$ cat src/rtl/alu_seq_accumulator_if.sv
// Request/result bundle between the register file, the sequential ALU and writeback.
// The master drives operands and opcode; the slave (the ALU) returns accumulator and flags.
interface alu_seq_accumulator_if #(
    parameter int WIDTH = 16
);
    logic             iValid;
    logic             oReady;
    logic [2:0]       iOpcode;
    logic             iUseAcc;
    logic [WIDTH-1:0] iA;
    logic [WIDTH-1:0] iB;
    logic [WIDTH-1:0] oAccumulator;
    logic             oValid;
    logic             oCarry;
    logic             oZero;
    logic             oNegative;
    logic             oOverflow;

    modport master (
        output iValid, iOpcode, iUseAcc, iA, iB,
        input  oReady, oAccumulator, oValid, oCarry, oZero, oNegative, oOverflow
    );

    modport slave (
        input  iValid, iOpcode, iUseAcc, iA, iB,
        output oReady, oAccumulator, oValid, oCarry, oZero, oNegative, oOverflow
    );
endinterface

$ cat src/rtl/alu_seq_accumulator.sv
// Sequential ALU with registered accumulator and flags; single-cycle logic/add/sub
// plus a WIDTH-cycle shift-add multiply.
module alu_seq_accumulator #(
    parameter int               WIDTH     = 16,
    parameter logic [WIDTH-1:0] RESET_ACC = '0
) (
    input  logic                 iClock,
    input  logic                 iReset,
    alu_seq_accumulator_if.slave bus
);
    // state  | meaning
    // IDLE   | ready; single-cycle ops complete at the accepting edge
    // MUL    | shift-add multiply in progress, one multiplier bit per edge
    typedef enum logic {S_IDLE, S_MUL} state_t;

    localparam int CW = $clog2(WIDTH + 1);

    localparam logic [2:0] OP_AND  = 3'b000;
    localparam logic [2:0] OP_OR   = 3'b001;
    localparam logic [2:0] OP_XOR  = 3'b010;
    localparam logic [2:0] OP_NOT  = 3'b011;
    localparam logic [2:0] OP_PASS = 3'b100;
    localparam logic [2:0] OP_ADD  = 3'b101;
    localparam logic [2:0] OP_SUB  = 3'b110;
    localparam logic [2:0] OP_MUL  = 3'b111;

    state_t             r_state;
    logic [WIDTH-1:0]   r_acc;
    logic               r_carry;
    logic               r_zero;
    logic               r_neg;
    logic               r_ovf;
    logic               r_valid;
    logic               r_ready;
    logic [WIDTH-1:0]   r_mul_a;
    logic [2*WIDTH-1:0] r_prod;
    logic [CW-1:0]      r_cnt;

    logic [WIDTH-1:0]   w_a;
    logic [WIDTH-1:0]   w_b;
    logic [WIDTH:0]     w_add;
    logic [WIDTH:0]     w_sub;
    logic [WIDTH-1:0]   w_res;
    logic               w_carry;
    logic               w_ovf;
    logic [WIDTH:0]     w_mul_sum;
    logic [2*WIDTH-1:0] w_mul_next;

    always_comb begin
        w_a     = bus.iUseAcc ? r_acc : bus.iA;
        w_b     = bus.iB;
        w_add   = {1'b0, w_a} + {1'b0, w_b};
        w_sub   = {1'b0, w_a} - {1'b0, w_b};
        w_res   = '0;
        w_carry = 1'b0;
        w_ovf   = 1'b0;
        case (bus.iOpcode)
            OP_AND:  w_res = w_a & w_b;
            OP_OR:   w_res = w_a | w_b;
            OP_XOR:  w_res = w_a ^ w_b;
            OP_NOT:  w_res = ~w_a;
            OP_PASS: w_res = w_b;
            OP_ADD: begin
                w_res   = w_add[WIDTH-1:0];
                w_carry = w_add[WIDTH];
                w_ovf   = (w_a[WIDTH-1] == w_b[WIDTH-1]) && (w_res[WIDTH-1] != w_a[WIDTH-1]);
            end
            OP_SUB: begin
                w_res   = w_sub[WIDTH-1:0];
                w_carry = w_sub[WIDTH];
                w_ovf   = (w_a[WIDTH-1] != w_b[WIDTH-1]) && (w_res[WIDTH-1] != w_a[WIDTH-1]);
            end
            default: w_res = '0;
        endcase
    end

    // Multiplier sits in the low half of r_prod and is consumed LSB-first as the
    // partial product shifts in from the top.
    always_comb begin
        w_mul_sum  = {1'b0, r_prod[2*WIDTH-1:WIDTH]} + (r_prod[0] ? {1'b0, r_mul_a} : '0);
        w_mul_next = {w_mul_sum, r_prod[WIDTH-1:1]};
    end

    always_ff @(posedge iClock or posedge iReset) begin
        if (iReset) begin
            r_state <= S_IDLE;
            r_acc   <= RESET_ACC;
            r_carry <= 1'b0;
            r_zero  <= 1'b0;
            r_neg   <= 1'b0;
            r_ovf   <= 1'b0;
            r_valid <= 1'b0;
            r_ready <= 1'b1;
            r_mul_a <= '0;
            r_prod  <= '0;
            r_cnt   <= '0;
        end else begin
            r_valid <= 1'b0;
            case (r_state)
                S_IDLE: begin
                    if (bus.iValid) begin
                        if (bus.iOpcode == OP_MUL) begin
                            r_mul_a <= w_a;
                            r_prod  <= {{WIDTH{1'b0}}, w_b};
                            r_cnt   <= CW'(WIDTH);
                            r_state <= S_MUL;
                            r_ready <= 1'b0;
                        end else begin
                            r_acc   <= w_res;
                            r_carry <= w_carry;
                            r_ovf   <= w_ovf;
                            r_zero  <= (w_res == '0);
                            r_neg   <= w_res[WIDTH-1];
                            r_valid <= 1'b1;
                        end
                    end
                end
                S_MUL: begin
                    r_prod <= w_mul_next;
                    r_cnt  <= r_cnt - CW'(1);
                    if (r_cnt == CW'(1)) begin
                        r_acc   <= w_mul_next[WIDTH-1:0];
                        r_carry <= |w_mul_next[2*WIDTH-1:WIDTH];
                        r_ovf   <= 1'b0;
                        r_zero  <= (w_mul_next[WIDTH-1:0] == '0);
                        r_neg   <= w_mul_next[WIDTH-1];
                        r_valid <= 1'b1;
                        r_state <= S_IDLE;
                        r_ready <= 1'b1;
                    end
                end
                default: begin
                    r_state <= S_IDLE;
                    r_ready <= 1'b1;
                end
            endcase
        end
    end

    assign bus.oAccumulator = r_acc;
    assign bus.oCarry       = r_carry;
    assign bus.oZero        = r_zero;
    assign bus.oNegative    = r_neg;
    assign bus.oOverflow    = r_ovf;
    assign bus.oValid       = r_valid;
    assign bus.oReady       = r_ready;
endmodule
$ cat src/flat_wrapper.sv
// flat-port wrapper written by rule: the top's interface ports become plain ports
module alu_seq_accumulator_flat 
#(
    parameter int               WIDTH     = 16,
    parameter logic [WIDTH-1:0] RESET_ACC = '0
)
  (iClock, iReset, bus_iValid, bus_iOpcode, bus_iUseAcc, bus_iA, bus_iB, bus_oReady, bus_oAccumulator, bus_oValid, bus_oCarry, bus_oZero, bus_oNegative, bus_oOverflow);
  alu_seq_accumulator_if #(.WIDTH(WIDTH)) bus_i ();
  input  logic iClock;
  input  logic iReset;
  input wire logic [$bits(bus_i.iValid)-1:0] bus_iValid;
  input wire logic [$bits(bus_i.iOpcode)-1:0] bus_iOpcode;
  input wire logic [$bits(bus_i.iUseAcc)-1:0] bus_iUseAcc;
  input wire logic [$bits(bus_i.iA)-1:0] bus_iA;
  input wire logic [$bits(bus_i.iB)-1:0] bus_iB;
  output wire logic [$bits(bus_i.oReady)-1:0] bus_oReady;
  output wire logic [$bits(bus_i.oAccumulator)-1:0] bus_oAccumulator;
  output wire logic [$bits(bus_i.oValid)-1:0] bus_oValid;
  output wire logic [$bits(bus_i.oCarry)-1:0] bus_oCarry;
  output wire logic [$bits(bus_i.oZero)-1:0] bus_oZero;
  output wire logic [$bits(bus_i.oNegative)-1:0] bus_oNegative;
  output wire logic [$bits(bus_i.oOverflow)-1:0] bus_oOverflow;
  assign bus_i.iValid = bus_iValid;
  assign bus_i.iOpcode = bus_iOpcode;
  assign bus_i.iUseAcc = bus_iUseAcc;
  assign bus_i.iA = bus_iA;
  assign bus_i.iB = bus_iB;
  assign bus_oReady = bus_i.oReady;
  assign bus_oAccumulator = bus_i.oAccumulator;
  assign bus_oValid = bus_i.oValid;
  assign bus_oCarry = bus_i.oCarry;
  assign bus_oZero = bus_i.oZero;
  assign bus_oNegative = bus_i.oNegative;
  assign bus_oOverflow = bus_i.oOverflow;
  alu_seq_accumulator #(.WIDTH(WIDTH), .RESET_ACC(RESET_ACC)) u_core (.iClock(iClock), .iReset(iReset), .bus(bus_i));
endmodule
$ cat config.mk
export PLATFORM = sky130hd
export DESIGN_NAME = alu_seq_accumulator_flat
export DESIGN_NICKNAME = d
export VERILOG_FILES = /design/src/rtl/alu_seq_accumulator_if.sv /design/src/rtl/alu_seq_accumulator.sv /design/src/flat_wrapper.sv
export SDC_FILE = /design/constraint.sdc
export NUM_CORES = 1
export LEC_CHECK = 0
export CAP_MARGIN = 20
export CORE_ASPECT_RATIO = 1.4
export CORE_MARGIN = 2
export CORE_UTILIZATION = 44
export DETAILED_ROUTE_END_ITERATION = 8
export GPL_TIMING_DRIVEN = 0
export PLACE_DENSITY = 0.67
export REMOVE_ABC_BUFFERS = 1
export SKIP_LAST_GASP = 1
export SYNTH_ARGS = -nofsm -noshare
export SYNTH_HDL_FRONTEND = slang
export SYNTH_SLANG_ARGS = --single-unit
$ cat constraint.sdc
create_clock -name iClock -period 3.2 [get_ports iClock]
set_input_delay 0.8 -clock iClock [delete_from_list [all_inputs] [get_ports iClock]]
set_output_delay 0.8 -clock iClock [all_outputs]
set_load 0.05 [all_outputs]
## After elaboration in Yosys (flattened, before gate mapping)

Cells that the tools add are included.

- Register bits: 76
- Latch bits: 0
- RAM bits: 0
- Bits in read-only memories: 0
- Input bits: 39
- Output and inout bits: 22
- Logic and storage cells: 89
- Memories kept: 0

- $add $sub $neg: 4
- Multipliers: 0
- Divide/modulo/power cells: 0
- Magnitude comparators: 0
- Equal/unequal tests: 16
- Shifts and indexed selects: 0
- Multiplexer cells: 43
- Bitwise gates (word level): 5
- Reduce and logical (&&, ||, !) cells: 10

Operators by type and width:

| cell | number |
|---|---|
| 16-bit one-hot mux with 7 select lines | 1 |
| 16-bit 2-to-1 mux | 5 |
| 32-bit 2-to-1 mux | 2 |
| 32-bit one-hot mux with 2 select lines | 1 |
| 16-bit logical NOT | 2 |
| 16-bit one-hot mux with 2 select lines | 1 |
| 1-bit 2-to-1 mux | 21 |
| 1-bit one-hot mux with 2 select lines | 9 |
| 16-bit by 16-bit adder with 17-bit output | 1 |
| 16-bit by 17-bit adder with 17-bit output | 1 |
| 16-bit by 16-bit subtractor with 17-bit output | 1 |
| 16-bit AND | 1 |
| 16-bit NOT | 1 |
| 16-bit bitwise OR | 1 |
| 16-bit OR reduction | 1 |
| 16-bit bitwise XOR | 1 |
| 3-bit == test, second input constant | 4 |
| 5-bit 2-to-1 mux | 2 |
| 5-bit one-hot mux with 2 select lines | 1 |
| 3-bit AND reduction | 3 |
| 3-bit by 2-bit == test with 1-bit output, second input constant | 2 |
| 2-bit != test, second input constant | 3 |
| 5-bit by 1-bit == test with 1-bit output, second input constant | 1 |
| 5-bit by 1-bit subtractor with 5-bit output, second input constant | 1 |
| 8 further kinds | 11 |

## Logic depth before layout (Yosys ltp)

Gate-level depths: netlist of run 1.

- Word-level depth: 8
- Gate-level depth with buffers: 14
- Depth with buffers taken out: 13

## Least setup slack after synthesis of run 1

Ideal clock, no wire load.

- Kind: input to register
- From: input port bus_iUseAcc
- To: register u_core.r_acc[14], in the netlist u_core.bus.oAccumulator[14]
- Setup time: 0.073 ns
- Arrival time: 3.890 ns
- Path slack: -0.763 ns
- Stages on the path: 14
- Cell sequence: buf_4 buf_4 mux2i_1 inv_1 fa_1 nor2b_1 o21a_1 o32a_4 a2111oi_4 a221oi_2 o211a_1 a2bb2oi_2 mux2_4 a21oi_2

- Cells in the longest elaborated chain, start to end: 6

RTL lines:

| element | line | text |
|---|---|---|
| start: declaration | flat_wrapper.sv:13 | `input wire logic [$bits(bus_i.iUseAcc)-1:0] bus_iUseAcc;` |
| 16-bit 2-to-1 mux * | alu_seq_accumulator.sv:50 | `w_a = bus.iUseAcc ? r_acc : bus.iA;` |
| net u_core.w_a[1] | alu_seq_accumulator.sv:39 | `logic [WIDTH-1:0] w_a;` |
| 16-bit by 16-bit subtractor with 17-bit output / 16-bit by 16-bit adder with 17-bit output (equally long branches) | alu_seq_accumulator.sv:53, alu_seq_accumulator.sv:52 |  |
| 16-bit one-hot mux with 7 select lines * | alu_seq_accumulator.sv:57 | `case (bus.iOpcode)` |
| 16-bit 2-to-1 mux * | alu_seq_accumulator.sv:102 | `if (bus.iOpcode == OP_MUL) begin` |
| 16-bit 2-to-1 mux * | alu_seq_accumulator.sv:101 | `if (bus.iValid) begin` |
| 16-bit one-hot mux with 2 select lines * | alu_seq_accumulator.sv:99 | `case (r_state)` |
| end signal: assignment | alu_seq_accumulator.sv:109 | `r_acc <= w_res;` |
| end signal: assignment | alu_seq_accumulator.sv:122 | `r_acc <= w_mul_next[WIDTH-1:0];` |
| end: declaration | alu_seq_accumulator.sv:28 | `logic [WIDTH-1:0] r_acc;` |

The timed path passes the listed nets; every way through them passes the cells marked *. The select of a mux whose other input is x is not followed.
A chain may end at the register's enable or synchronous reset.

## Worst setup path after layout of run 1

- From: input port bus_iUseAcc
- To: register u_core.r_zero, in the netlist u_core.bus.oZero

- Cells in the longest elaborated chain, start to end: 7

RTL lines:

| element | line | text |
|---|---|---|
| 16-bit 2-to-1 mux * | alu_seq_accumulator.sv:50 |  |
| net u_core.w_a[6] | alu_seq_accumulator.sv:39 |  |
| 16-bit by 16-bit subtractor with 17-bit output (tied with other cells) | alu_seq_accumulator.sv:53 | `w_sub = {1'b0, w_a} - {1'b0, w_b};` |
| 16-bit one-hot mux with 7 select lines * | alu_seq_accumulator.sv:57 |  |
| 16-bit logical NOT * | alu_seq_accumulator.sv:112 | `r_zero <= (w_res == '0);` |
| 1-bit 2-to-1 mux * | alu_seq_accumulator.sv:102 |  |
| 1-bit 2-to-1 mux * | alu_seq_accumulator.sv:101 |  |
| 1-bit one-hot mux with 2 select lines * | alu_seq_accumulator.sv:99 |  |
| end signal: assignment | alu_seq_accumulator.sv:112 |  |
| end signal: assignment | alu_seq_accumulator.sv:125 | `r_zero <= (w_mul_next[WIDTH-1:0] == '0);` |
| end: declaration | alu_seq_accumulator.sv:30 | `logic r_zero;` |

Marked as above.

==> parameters.txt, run 1 <==
Parameter                              Value

Power and ir drop
  Peak supply drop ... between 0.5 and 0.6 mV
  Switching power ... just under 4000 uW
  Share of total power consumed by net switching ... 46.49%
  Pwr/cell area ... about 890 nW/um^2
  Static leakage ... 0.003979 uW
  Combinational fraction of design power ... between 60 and 70%
  Internal Dissipation ... around 4500 uW
  Sequential power share ... around 22%
  Clock network fraction of design power ... roughly 14%

Die
  Floorplan die width ... roughly 110 um
  Die area ... about 17000 sq um
  Initial core utilization ... between 40% and 50%
  Vertical die dimension ... 154.6 um
  Row count ... between 50 and 60
  Number of I/O pins ... 61
  Area of the core ... approximately 16000 sq um

Cells and area
  # nets final ... around 1.1k
  Commonest non-fill, non-tap cell in the layout ... sky130_fd_sc_hd__nand2_1
  Syn-to-layout area delta ... 33.70%
  Post-route standard cell area excluding fillers ... 9530 sq um
  Highest-count cells in the layout ignoring fill and taps ... 101 x sky130_fd_sc_hd__nand2_1, 73 x sky130_fd_sc_hd__nor2_1, 73 x sky130_fd_sc_hd__dfrtp_1
  Filler cell count in the final layout ... ~1.4k
  Share of final-layout standard cells stronger than drive strength 1 ... approximately 23%
  Area used by sequential logic in the layout ... about 1900 sq um
  Antenna Cells ... 0
  Total area of multi-input combinational cells ... roughly 5600 sq um

Hold path
  Worst Hold Class ... flip-flop to flip-flop

Synthesis
  Cell Area, Synth ... just over 7000 sq um
  FFs w/ async S/R, synth ... 100.0%
  Sequential share of the synthesized area ... about a quarter
  Top cells by area in the synthesized netlist ... sky130_fd_sc_hd__dfrtp_1 26%, sky130_fd_sc_hd__ha_1 12%, sky130_fd_sc_hd__nand2_1 5.4%, sky130_fd_sc_hd__a21oi_1 4.7%, sky130_fd_sc_hd__o21ai_0 4.5%
  Number of warning messages in the yosys log ... 0
  Commonest register cell after synthesis ... sky130_fd_sc_hd__dfrtp_1
  Proportion of netlist area held by the largest area contributor ... about 26%
  Number of enable flip-flop cells after synthesis ... 0
  Flops & latches, synth ... 75
  Post-synthesis cell type count ... 86
  Mean area per synthesized cell ... 8.027 sq um
  Post-Syn Instances ... approximately 900
  Biggest area consumer among synthesized cells ... sky130_fd_sc_hd__dfrtp_1

CTS
  H-tree depth reported by CTS ... 3
  Root buffer cell ... sky130_fd_sc_hd__clkbuf_16
  Clock buffer count from CTS ... 9
  Worst skew pair latency ... around 0.33 ns
  Number of buffers between clock root and the deepest sink ... 2
  Clk pin slew, worst setup/hold paths ... ~0.06 ns
  Sinks on the clock net ... 75
  TritonCTS clock tree ... built

Routing
  Routed length per placed instance ... between 15 and 20 um
  Number of DRC markers in iteration 0 ... 407
  Total Routed Length ... ~23000 um
  Ratio of routed vias to standard cells ... 6.067
  Remaining design rule violation count ... 0
  Number of vias in the routed layout ... a little over 7k
  Iteration count of the initial detailed-routing pass ... 5
  ANT nets after route ... 0

Placed design
  HPWL after detailed placement ... approximately 16000 um
  Final GP Congestion ... a little over 0.9
  Number of buffers inserted by port buffering ... 60
  Post-Place Cell Area ... about 8000 sq um
  Minimum setup slack after placement ... -2.540 ns

Timing
  Fin crit period ... 3.573 ns
  Worst slew pin tran ... approximately 1.1 ns
  Final Cycle Share ... 111.6%
  Final worst slack ... -0.3725 ns
  Slew Viols, Final ... 0
  Hold_ws ... 0.4700 ns
  Top achievable clock speed ... roughly 0.28 GHz
  Worst rel slew slack ... about a quarter
  Setup Skew ... 0.005514 ns
  Endpoints failing hold ... 0
  Unrepaired setup endpoints after global routing ... yes
  Setup-violating endpoint count in the final report ... 10

Setup path
  Critical Path AT ... between 3 and 4 ns
  Required time of the critical path ... roughly 3.4 ns
  Start-to-end type of the worst setup path ... input port to flip-flop
  Sort of element at the start of the critical path ... input port
  Maximum fanout along the worst path ... 6
  Element type at the critical path end ... flip-flop

Global route
  Number of antenna violations at the first check in global routing ... 0
  Maximum number of pins on one net before global-route repair ... 63
  First-pass GRT wire length ... 35510 um
  Vias in the first global route ... ~6.9k
  Total congestion overflow after global routing ... 0
  GRT Util Overall ... about a quarter

Run status
  Violations in the final reports ... negative setup slack
  Run status ... finished, violations left

Run
  Maxcap violations ... 0
-- kinds of logic after synthesis --
logic type,Yosys count,synth area share (%)
buffers and inverters,116,6.793
AOI/OAI and AO/OA,287,27.31
and+or+nand+nor,284,18.62
DFF,75,26.35
xor gates and xnor gates,20,2.457
muxes,33,5.336
adders and majority gates,73,13.13
-- worst paths after layout --
kind,start,endpoint,slack (ns),cells past startpoint
worst max-delay path,bus_iUseAcc,u_core.bus.oZero,-0.37,14
worst min-delay path,u_core.r_mul_a[13],u_core.r_mul_a[13],0.47,2
worst max register to register,u_core.r_state,u_core.bus.oZero,-0.14,10
worst min register to register,u_core.r_mul_a[13],u_core.r_mul_a[13],0.47,2
max in group asynchronous,iReset,u_core.bus.oReady,1.85,3
min in group asynchronous,iReset,u_core.bus.oValid,0.74,2
-- flip-flops by register name, summed over array words and instances, names as in the netlist --
register and count:
u_core.r_prod 32, u_core.bus.oAccumulator 16, u_core.r_mul_a 16, u_core.r_cnt 5, u_core.bus.oCarry 1, u_core.bus.oOverflow 1, u_core.bus.oReady 1, u_core.bus.oValid 1
u_core.bus.oZero 1, u_core.r_state 1
-- synth_stat cells, types with 5 or more instances --
library cell / n
sky130_fd_sc_hd__ha_1: 70
sky130_fd_sc_hd__o22ai_1: 7
sky130_fd_sc_hd__mux2_2: 6
sky130_fd_sc_hd__o21ai_0: 64
sky130_fd_sc_hd__o21bai_1: 14
sky130_fd_sc_hd__clkbuf_1: 30
sky130_fd_sc_hd__a31oi_1: 25
sky130_fd_sc_hd__o21a_1: 6
sky130_fd_sc_hd__xnor2_1: 17
sky130_fd_sc_hd__nor2_1: 76
sky130_fd_sc_hd__dfrtp_1: 74
sky130_fd_sc_hd__o31ai_1: 11
sky130_fd_sc_hd__a22oi_1: 5
sky130_fd_sc_hd__nor3_1: 21
sky130_fd_sc_hd__nor2b_1: 7
sky130_fd_sc_hd__a21oi_1: 67
sky130_fd_sc_hd__inv_1: 65
sky130_fd_sc_hd__o211ai_1: 6
sky130_fd_sc_hd__nand3_1: 9
sky130_fd_sc_hd__and2_1: 18
sky130_fd_sc_hd__a21o_1: 8
sky130_fd_sc_hd__mux2i_1: 23
sky130_fd_sc_hd__a211oi_1: 16
sky130_fd_sc_hd__nor4_1: 10
sky130_fd_sc_hd__nand4_1: 8
sky130_fd_sc_hd__buf_2: 11
sky130_fd_sc_hd__nand2b_1: 6
sky130_fd_sc_hd__nand2_1: 103
-- layer usage --
| metal | wire length [um] | vias up | track usage, % |
|---|---|---|---|
| met5 | 0 | - | 0 |
| met4 | 887 | 0 | 12.17 |
| met3 | 1029 | 64 | 2.116 |
| met2 | 11570 | 235 | 45.67 |
| met1 | 9118 | 3443 | 30.85 |
| li1 | - | 3363 | - |
-- worst max-delay path, cell delays in order --
cell,delay [ns]
sky130_fd_sc_hd__buf_16,0.11
sky130_fd_sc_hd__buf_16,0.15
sky130_fd_sc_hd__mux2i_4,0.39
sky130_fd_sc_hd__inv_2,0.11
sky130_fd_sc_hd__ha_4,0.20
sky130_fd_sc_hd__a21oi_4,0.12
sky130_fd_sc_hd__o211ai_1,0.22
sky130_fd_sc_hd__a2111oi_4,0.45
sky130_fd_sc_hd__nor2_2,0.12
sky130_fd_sc_hd__a311o_1,0.35
sky130_fd_sc_hd__o32a_1,0.30
sky130_fd_sc_hd__o221ai_2,0.23
sky130_fd_sc_hd__buf_4,0.17
sky130_fd_sc_hd__o31ai_2,0.05
-- what timing repair did --
item,4_1_cts,5_1_grt
buffers inserted,37,17
hold buffers,0,0
gates resized for setup,152,67
setup endpoints to repair,54,18
pin swaps,42,45
-- power by group through the flow --
stage          sequential, uW  clock [uW]  combinational (uW)
2_1_floorplan            2140           0                2940
3_3_place_gp             1820           0                4410
3_5_place_dp             1790           0                4580
4_1_cts                  1810        1180                5090
5_1_grt                  1880        1220                5950
6_report                 1830        1170                5460
-- stage by stage --
step                setup TNS (ns)  instances  utilization [%]  power (uW)
floorplan                   -1.973        837                -        5081
global placement           -187.05       1096            48.26        6228
detailed placement          -57.59       1102            49.18        6374
CTS                         -1.996       1155            56.32        8086
global route                -3.654       1171            59.44        9054
finish                      -2.309       1171            59.44        8460
-- area by class of cell --
| type | instances | area share, % |
|---|---|---|
| Clock buffer | 11 | 2.547 |
| Inverter | 65 | 2.704 |
| Tap cell | 199 | 2.613 |
| Clock inverter | 5 | 1.050 |
| Timing Repair Buffer | 119 | 12.76 |
| Multi-Input combinational cell | 697 | 58.61 |
| Sequential cell | 75 | 19.72 |
No activity file was read; power rests on OpenSTA's default activity.
==> run 2: changes to the inputs <==
--- a/config.mk
+++ b/config.mk
@@ -12,8 +12,8 @@
 export DETAILED_ROUTE_END_ITERATION = 8
 export GPL_TIMING_DRIVEN = 0
 export PLACE_DENSITY = 0.67
-export REMOVE_ABC_BUFFERS = 1
 export SKIP_LAST_GASP = 1
 export SYNTH_ARGS = -nofsm -noshare
 export SYNTH_HDL_FRONTEND = slang
 export SYNTH_SLANG_ARGS = --single-unit
+export TNS_END_PERCENT = 1
==> parameters.txt, run 2 (synthesized netlist as in run 1, its figures left out) <==
Parameter                              Value

Run status
  Run status ... finished, violations left
  Violations in the final reports ... negative setup slack

Setup path
  Element type at the critical path end ... flip-flop
  Start-to-end type of the worst setup path ... input port to flip-flop
  Crit path max-delay family ... compound AO/OA/AOI/OAI gates
  Maximum fanout along the worst path ... 6 (unchanged)
  Number of buffers and inverters on the critical path ... 4 (unchanged)
  Slack of the worst reg-to-reg path ... -0.25 ns (-0.11 ns)
  Required time of the critical path ... 3.41 ns (about the same)
  Reg2Reg Capture Point ... u_core.bus.oZero
  Start of the worst register-to-register path ... u_core.bus.oAccumulator[0]
  Crit-path max cell delay ... 0.52 ns (+0.07 ns)
  Critical Path AT ... 3.99 ns (+0.21 ns)
  Cells along the critical path ... buf_16, buf_12, mux2i_4, inv_4, ha_4, a211oi_4, o211ai_1, a2111oi_4, nor2_2, a311o_1, o32a_1, o221ai_2, buf_4, o31ai_2
  Sort of element at the start of the critical path ... input port
  Worst-path cell with the longest stage delay ... sky130_fd_sc_hd__a2111oi_4
  R2R depth ... 12 (+2)

Cells and area
  Share of final-layout standard cells stronger than drive strength 1 ... 15.18% (-7.8 points)
  Area used by sequential logic in the layout ... 1878 sq um (about the same)
  Highest-count cells in the layout ignoring fill and taps ... 103 x sky130_fd_sc_hd__nand2_1, 75 x sky130_fd_sc_hd__nor2_1, 74 x sky130_fd_sc_hd__dfrtp_1
  Filler cell count in the final layout ... 1522 (+11%)
  Antenna Cells ... 0 (unchanged)
  Total area of multi-input combinational cells ... 5159 sq um (-7.6%)
  # nets final ... 1102 (+2.1%)
  Post-route standard cell area excluding fillers ... 8961 sq um (-6.0%)
  Most flop-heavy register ... u_core.r_prod
  Commonest non-fill, non-tap cell in the layout ... sky130_fd_sc_hd__nand2_1
  Flip-flop count of the largest register, all copies and words added ... 32 (unchanged)
  Syn-to-layout area delta ... 25.72%

Global route
  GRT Util Overall ... 28.36% (+2.9 points)
  Total congestion overflow after global routing ... 0 (unchanged)
  First-pass GRT wire length ... 38330 um (+7.9%)
  Number of antenna violations at the first check in global routing ... 0 (unchanged)
  Met1 track utilization from global routing ... 31.49% (+0.65 points)
  Met2 layer usage reported by global route ... 52.58% (+6.9 points)
  Routing layer with the top usage in global route ... met2
  Vias in the first global route ... 7267 (+5.5%)
  GR Layer Usage met3 ... 2.194% (+0.078 points)
  Maximum number of pins on one net before global-route repair ... 40 (-37%)

Placed design
  HPWL after detailed placement ... 18930 um (+20%)
  Post-Place Cell Area ... 8044 sq um (+2.0%)
  Final GP Congestion ... 0.9441 (+3.3%)
  Number of buffers inserted by port buffering ... 58 (-3.3%)

CTS
  Clk pin slew, worst setup/hold paths ... 0.06 ns (about the same)
  TritonCTS clock tree ... built
  Clock buffer count from CTS ... 9 (unchanged)
  Number of buffers between clock root and the deepest sink ... 2 (unchanged)
  H-tree depth reported by CTS ... 3 (unchanged)
  Sinks on the clock net ... 75 (unchanged)
  Root buffer cell ... sky130_fd_sc_hd__clkbuf_16
  Worst skew pair latency ... 0.34 ns (about the same)

Timing
  Worst rel slew slack ... 28.76% (+5.2 points)
  Fin crit period ... 3.779 ns (+0.2060 ns)
  Worst slew pin tran ... 1.065 ns (-0.07802 ns)
  Top achievable clock speed ... 0.2647 GHz (-5.5%)
  Slew Viols, Final ... 0 (unchanged)
  Setup Skew ... 0.006306 ns (+0.0007929 ns)
  Hold_ws ... 0.4565 ns (-0.01342 ns)
  Unrepaired setup endpoints after global routing ... yes
  Setup-violating endpoint count in the final report ... 49 (+39)
  Total Neg Setup Slack ... -9.929 ns (-7.619 ns)
  Final Cycle Share ... 118.1% (+6.4 points)
  Endpoints failing hold ... 0 (unchanged)
  Final worst slack ... -0.5785 ns (-0.2060 ns)

Power and ir drop
  Final Power ... 8006 uW (-5.4%)
  Peak supply drop ... 0.6179 mV (+12%)
  Pwr/cell area ... 893.4 nW/um^2 (+0.65%)
  Static leakage ... 0.003841 uW (-3.5%)

Routing
  Total Routed Length ... 24780 um (+9.6%)
  Routed length per placed instance ... 20.75 um (+7.5%)
  Iteration count of the initial detailed-routing pass ... 5 (unchanged)
  ANT nets after route ... 0 (unchanged)
  Remaining design rule violation count ... 0 (unchanged)
  Number of DRC markers in iteration 0 ... 458 (+13%)
  Ratio of routed vias to standard cells ... 6.166 (+1.6%)
  Number of vias in the routed layout ... 7362 (+3.6%)

Synthesis
  Post-synthesis net count ... ~1.0k

Die
  Floorplan die width ... 111.6 um (unchanged)
  Number of I/O pins ... 61 (unchanged)
  Vertical die dimension ... 154.6 um (unchanged)
  Die area ... 17250 sq um (unchanged)
  Area of the core ... 16030 sq um (unchanged)
  Row count ... 55 (unchanged)
  Initial core utilization ... 44.46% (unchanged)

Hold path
  Worst Hold Endpoint ... u_core.bus.oReady
  Worst Hold Class ... flip-flop to flip-flop
  Hold Path Stages ... 2 (unchanged)
  Worst min-delay path startpoint ... u_core.bus.oReady

Run
  Maxcap violations ... 0 (unchanged)
run 2: changes by cell type in the layout (fill, tap and decap cells not counted), moves of 5 or more:
| cell | change |
|---|---|
| sky130_fd_sc_hd__clkbuf_1 | +31 |
| sky130_fd_sc_hd__buf_2 | +11 |
| sky130_fd_sc_hd__buf_4 | -17 |
| sky130_fd_sc_hd__ha_1 | +10 |
| sky130_fd_sc_hd__inv_2 | -6 |
| sky130_fd_sc_hd__ha_4 | -11 |
| sky130_fd_sc_hd__clkdlybuf4s50_1 | +5 |
| sky130_fd_sc_hd__a21oi_1 | +9 |
| sky130_fd_sc_hd__inv_1 | +8 |
| sky130_fd_sc_hd__buf_16 | -5 |
| sky130_fd_sc_hd__a21oi_2 | -7 |
run 2: area by class of cell:
cell class | instances | share of cell area [%]
Timing Repair Buffer | 91 | 9.774
Clock inverter | 2 | 0.1117
Buffer | 51 | 3.086
Tap cell | 199 | 2.779
Sequential cell | 75 | 20.96
Clock buffer | 14 | 2.946
Multi-Input combinational cell | 697 | 57.57
Inverter | 65 | 2.779
run 2: report_power, final:
group / switching (uW) / internal [uW] / total (uW)
Clock: 382 / 566 / 948
Sequential: 366 / 1420 / 1780
Combinational: 3170 / 2100 / 5280
run 2: worst min-delay path, stage by stage, from the launching register on:
cell,delay (ns)
sky130_fd_sc_hd__dfstp_2,0.36
sky130_fd_sc_hd__nand2_1,0.05
sky130_fd_sc_hd__nand2_1,0.04
run 2: how the worst max path moves through the flow:
stage	endpoint	depth (start not counted)	slack [ns]	from
6_report	u_core.bus.oZero	14	-0.58	bus_iUseAcc
3_5_place_dp	u_core.bus.oAccumulator[15]	14	-1.53	bus_iUseAcc
4_1_cts	u_core.bus.oZero	14	-0.50	bus_iA[0]
2_1_floorplan	u_core.bus.oAccumulator[15]	14	-0.46	bus_iUseAcc
5_1_grt	u_core.bus.oAccumulator[15]	14	-0.69	bus_iUseAcc
3_3_place_gp	u_core.bus.oAccumulator[15]	14	-1.47	bus_iUseAcc
run 2: repair_timing:
action / 4_1_cts / 5_1_grt
pin swaps: 18 / 8
gates resized for setup: 76 / 12
gates cloned: 2 / 0
setup buffers: 25 / 5
endpoints found under the setup margin: 50 / 50
hold endpoints to repair: 0 / 0
hold buffers: 0 / 0
run 2: stage by stage:
| stage | utilization [%] | std cells | setup WS [ns] |
|---|---|---|---|
| floorplan | - | 888 | -0.4556 |
| global placement | 50.03 | 1145 | -1.472 |
| detailed placement | 50.17 | 1146 | -1.527 |
| CTS | 55.24 | 1189 | -0.5020 |
| global route | 55.89 | 1194 | -0.6935 |
| finish | 55.89 | 1194 | -0.5785 |
run 2: layer usage:
metal	share of wire (%)	wire length (um)	vias to the layer above
li1	-	-	3410
met1	38	9538	3574
met2	52	12830	290
met3	4.2	1029	88
met4	5.5	1375	0
met5	0	0	-
